File: config.mk
export PLATFORM = sky130hd
export DESIGN_NAME = lrn_pad_writer
export DESIGN_NICKNAME = d
export VERILOG_FILES = /design/src/rtl/lrn_pad_writer.sv
export SDC_FILE = /design/constraint.sdc
export NUM_CORES = 1
export LEC_CHECK = 0
export CAP_MARGIN = 10
export CORE_MARGIN = 2
export CORE_UTILIZATION = 51
export CTS_BUF_LIST = sky130_fd_sc_hd__clkbuf_16
export CTS_CLUSTER_SIZE = 12
export DETAILED_ROUTE_END_ITERATION = 8
export PLACE_DENSITY = 0.88
export SLEW_MARGIN = 10
export SYNTH_ARGS = -nofsm -noshare
export SYNTH_HDL_FRONTEND = slang
export SYNTH_SLANG_ARGS = --single-unit
File: constraint.sdc
create_clock -name core_clk -period 2.5 [get_ports core_clk]
set_input_delay 0.375 -clock core_clk [delete_from_list [all_inputs] [get_ports core_clk]]
set_output_delay 0.375 -clock core_clk [all_outputs]
set_load 0.01 [all_outputs]
File: src/rtl/lrn_pad_writer.sv
// Zero-fills the border cells of the padded LRN ifmap in the GLB, then pulses padded_layer.
// Scans the padded layout in address order; interior cells are skipped without a write.
module lrn_pad_writer #(
    parameter int unsigned N_WIDTH        = 2,
    parameter int unsigned M_WIDTH        = 10,
    parameter int unsigned E_WIDTH        = 6,
    parameter int unsigned F_WIDTH        = 6,
    parameter int unsigned V_WIDTH        = 2,
    parameter int unsigned ADDR_BUS_WIDTH = 20,
    parameter int unsigned DATA_WIDTH     = 16
) (
    input  logic                      core_clk,
    input  logic                      reset,
    input  logic                      start_padding,
    input  logic [N_WIDTH-1:0]        dim4,
    input  logic [M_WIDTH-1:0]        dim3,
    input  logic [E_WIDTH-1:0]        dim2,
    input  logic [F_WIDTH-1:0]        dim1,
    input  logic [V_WIDTH-1:0]        padding_num,
    input  logic                      mem_stall,
    output logic [ADDR_BUS_WIDTH-1:0] w_addr,
    output logic [DATA_WIDTH-1:0]     w_data,
    output logic                      w_enable,
    output logic                      busy,
    output logic                      padded_layer
);

    typedef enum logic [1:0] {IDLE, SCAN, DONE} state_t;

    state_t                    state;
    logic [N_WIDTH-1:0]        n_lat;
    logic [M_WIDTH-1:0]        m_lat;
    logic [V_WIDTH-1:0]        p_lat;
    logic [E_WIDTH-1:0]        ph;
    logic [F_WIDTH-1:0]        pw;
    logic [E_WIDTH-1:0]        row_hi;
    logic [F_WIDTH-1:0]        col_hi;
    logic [E_WIDTH-1:0]        row;
    logic [F_WIDTH-1:0]        col;
    logic [M_WIDTH-1:0]        m_cnt;
    logic [N_WIDTH-1:0]        n_cnt;
    logic [ADDR_BUS_WIDTH-1:0] addr;

    logic border;
    logic advance;
    logic row_last;
    logic col_last;
    logic m_last;
    logic n_last;
    logic zero_cfg;

    // Border classification and wrap detection from the registered counters
    assign border   = (row < E_WIDTH'(p_lat)) || (row >= row_hi) ||
                      (col < F_WIDTH'(p_lat)) || (col >= col_hi);
    assign advance  = !border || !mem_stall;
    assign row_last = (row == ph - E_WIDTH'(1));
    assign col_last = (col == pw - F_WIDTH'(1));
    assign m_last   = (m_cnt == m_lat - M_WIDTH'(1));
    assign n_last   = (n_cnt == n_lat - N_WIDTH'(1));
    assign zero_cfg = (padding_num == '0) || (dim4 == '0) || (dim3 == '0) ||
                      (dim2 == '0) || (dim1 == '0);

    assign w_addr       = addr;
    assign w_data       = '0;
    assign w_enable     = (state == SCAN) && border;
    assign busy         = (state == SCAN);
    assign padded_layer = (state == DONE);

    always_ff @(posedge core_clk or posedge reset) begin
        if (reset) begin
            state  <= IDLE;
            n_lat  <= '0;
            m_lat  <= '0;
            p_lat  <= '0;
            ph     <= '0;
            pw     <= '0;
            row_hi <= '0;
            col_hi <= '0;
            row    <= '0;
            col    <= '0;
            m_cnt  <= '0;
            n_cnt  <= '0;
            addr   <= '0;
        end else begin
            case (state)
                IDLE: begin
                    if (start_padding) begin
                        n_lat  <= dim4;
                        m_lat  <= dim3;
                        p_lat  <= padding_num;
                        ph     <= dim2 + E_WIDTH'({padding_num, 1'b0});
                        pw     <= dim1 + F_WIDTH'({padding_num, 1'b0});
                        row_hi <= dim2 + E_WIDTH'(padding_num);
                        col_hi <= dim1 + F_WIDTH'(padding_num);
                        state  <= zero_cfg ? DONE : SCAN;
                    end
                end
                SCAN: begin
                    if (advance) begin
                        addr <= addr + ADDR_BUS_WIDTH'(1);
                        if (row_last) begin
                            row <= '0;
                            if (col_last) begin
                                col <= '0;
                                if (m_last) begin
                                    m_cnt <= '0;
                                    n_cnt <= n_cnt + N_WIDTH'(1);
                                    if (n_last) begin
                                        state <= DONE;
                                    end
                                end else begin
                                    m_cnt <= m_cnt + M_WIDTH'(1);
                                end
                            end else begin
                                col <= col + F_WIDTH'(1);
                            end
                        end else begin
                            row <= row + E_WIDTH'(1);
                        end
                    end
                end
                DONE: begin
                    row   <= '0;
                    col   <= '0;
                    m_cnt <= '0;
                    n_cnt <= '0;
                    addr  <= '0;
                    state <= IDLE;
                end
                default: state <= IDLE;
            endcase
        end
    end

endmodule
==> run metrics <==
sequential share of power about a quarter; logic gate share of total power 58.9%; Initial DRT Pass Iterations 5; failing checks setup timing; met2 Track Usage GR 44.7%; grt ovf 0; Crit path required time 2.78 ns; CTS tree yes; Starting Density 52.7%; Routed Antenna Nets 0; setup repair after global routing missed its margin yes; Least-Margin Pin Slew 0.636 ns; # IOs 69; Slew Viols, Final 0; Clock Sinks 84; R2R Path Start col[5]; CP startpoint kind flop; status finished with violations; WL final between 15000 and 20000 microns; Psw around 3800 uW; dpl hpwl 10200 microns; die width 107 microns; Power Density 1190 mW/mm^2; sequential share of the synthesized area 38.5%; IO buf count 52; Slew headroom 57.5%; clock latency on the worst-skew pair 0.35 ns; Max VDD drop 575 uV; clock power share between 10% and 20%; root buf cell clkbuf_16; sw frac a little over two fifths; Post-synth top flop dfrtp_1; global-route wire length before repair 24300 microns; Worst R2R End m_cnt[8]; Yosys Warn Count 0; Via Count 5517; CTS Buffer Depth 2; routed vias/inst roughly 6; critical path arrival 3.00 ns; CP endpoint kind flop; internal power approximately 5000 uW; mean area per synthesized cell slightly below 9 sq um; min Tclk post-route 2.72 ns; Worst Path Class, Setup flop to flop; share of the synthesized area in the top cell type 38.5%; Site Rows 37; register-to-register setup slack -0.22 ns; initial drt markers 459; crit share post-route 109%; NumNets Final 817; Tot Pwr between 8000 and 9000 uW; hold_buf cts 0; largest area contributor in the netlist dfrtp_1; n_diodes 0; GR Util met3 3.69%; Num CTS Buffers 9; Lkg Pwr 0.00330 uW; commonest non-fill, non-tap cell in the layout nand2_1; synth-to-layout area growth 36.2%; most frequent cells in the layout 94 x nand2_1, 84 x dfrtp_1, 75 x buf_4, 51 x clkdlybuf4s50_1; Post-Synthesis Cell Area 0.00546 sq mm; drt drc 0; gr usage total 26.3%; CTS H-tree lvls 3; Setup violations, final 35; final count of hold timing violations 0; Seq cells post-synth between 80 and 90; Post-synth EDFFs 0; share of cells above drive strength 1 23.4%; Layout Skew 0.00773 ns; ys async rst share 100%; fmax 368 MHz; initial antenna violation count 0; Hold Path Class input port to async pin; Placeable Area 0.0104 sq mm; R2R depth 8; CTS clk-pin slew, worst paths 0.07 ns; final worst setup slack -0.220 ns; leading post-synthesis cells by cell area dfrtp_1 38%, ha_1 6.6%, nand2_1 6.5%, xnor2_1 5.3%, o21ai_0 4.4%; met1 Usage GRT between 30% and 40%; die area 0.0116 sq mm; Distinct cells, synth 68; largest net degree at the start of global routing 38; setup_tns -3.01 ns; WL/cell between 15 and 20 microns; Final Wtd Congestion a little over 0.9; chip height 107 microns; crit-path max FO 6; GRT Max-Usage Layer met2; vias in the first global route 5154; max cap viols 0; cell count after synthesis between 600 and 700
-- power by group through the flow --
stage	clock network (uW)	registers (uW)	logic (uW)
global placement	0	2230	3640
detailed placement	0	2260	3820
CTS	1300	2250	4350
floorplan	0	2240	2270
finish	1330	2300	5210
global route	1390	2340	5540
-- through the flow --
step / utilization, % / setup slack (ns) / instances / hold slack, ns / area, sq um
final: 71.7 / -0.220 / 894 / 0.447 / 7440
after global routing: 71.7 / -0.292 / 894 / 0.495 / 7440
after CTS: 68.4 / -0.0453 / 884 / 0.476 / 7100
after detailed placement: 63.4 / -0.200 / 858 / 0.480 / 6580
after global placement: 63.4 / -0.110 / 858 / 0.463 / 6580
after floorplan: - / -0.149 / 636 / 0.450 / 5570
-- state kept, by name (all words and copies together), names as in the netlist --
register  cells
w_addr       20
pw            6
row_hi        6
m_lat        10
row           6
n_cnt         2
p_lat         2
state         2
col_hi        6
n_lat         2
col           6
ph            6
m_cnt        10
-- cells in the mapped netlist (all sizes together), types with 5 or more instances --
cell	count
xor2	27
buf	22
clkbuf	13
dfrtp	84
and4	5
o41ai	5
xnor2	33
a21oi	15
nor2	38
inv	42
o31ai	6
nand4	9
or3	11
a31oi	7
o21ai	49
and3	5
nor2b	9
nor3	22
ha	29
nand2	95
nand3	25
or4	10
-- worst max path at each step --
stage	cells past startpoint	slack (ns)	end	startpoint
floorplan	9	-0.15	col[2]	col[5]
global placement	7	-0.11	w_enable	p_lat[1]
detailed placement	11	-0.20	col[2]	p_lat[1]
CTS	8	-0.05	m_cnt[5]	col[1]
global route	11	-0.29	m_cnt[8]	pw[0]
finish	8	-0.22	m_cnt[8]	col[5]
-- worst max-delay path: stages, from the launching register on --
cell and delay, ns:
dfrtp_1 0.47, ha_4 0.25, a211oi_2 0.17, nand2_1 0.13, or4_4 0.48, o311ai_4 0.38, nand3_2 0.21, or3_1 0.42
a21oi_1 0.13
-- per-layer routing --
metal / wire length (microns) / vias up / share of wire (%)
met5: 0 / - / 0
met3: 1260 / 79 / 7.4
met1: 6400 / 2685 / 38
li1: - / 2404 / -
met4: 842 / 0 / 4.9
met2: 8540 / 349 / 50
-- cell families (layout without fill, tap and decap cells) --
kind of cell             Yosys count  after routing  synth area share (%)
AND/OR/NAND/NOR                  249            250                  22.4
AO/OA/AOI/OAI                    116            117                  14.6
flip-flops                        84             84                  38.5
buffers and inverters             78            198                  6.71
XOR/XNOR                          60             60                  9.62
adder cells (fa/ha/maj)           33             33                  8.11
other                              1             16                0.0687
-- final cells by class --
type	count	area (sq um)
multi-input cells	476	3480
fillers	699	2930
flip-flops and latches	84	2100
repair buffers	140	1230
clock buffers	9	225
well taps	136	170
inverters	43	169
clock inverters	6	58.8
-- what timing repair did --
item	in CTS	in global routing
pin swaps	30	34
resized for setup	39	60
buffers inserted	9	10
endpoints found under the setup margin	36	42
gates cloned	2	1
No activity file was read; power rests on OpenSTA's default activity.
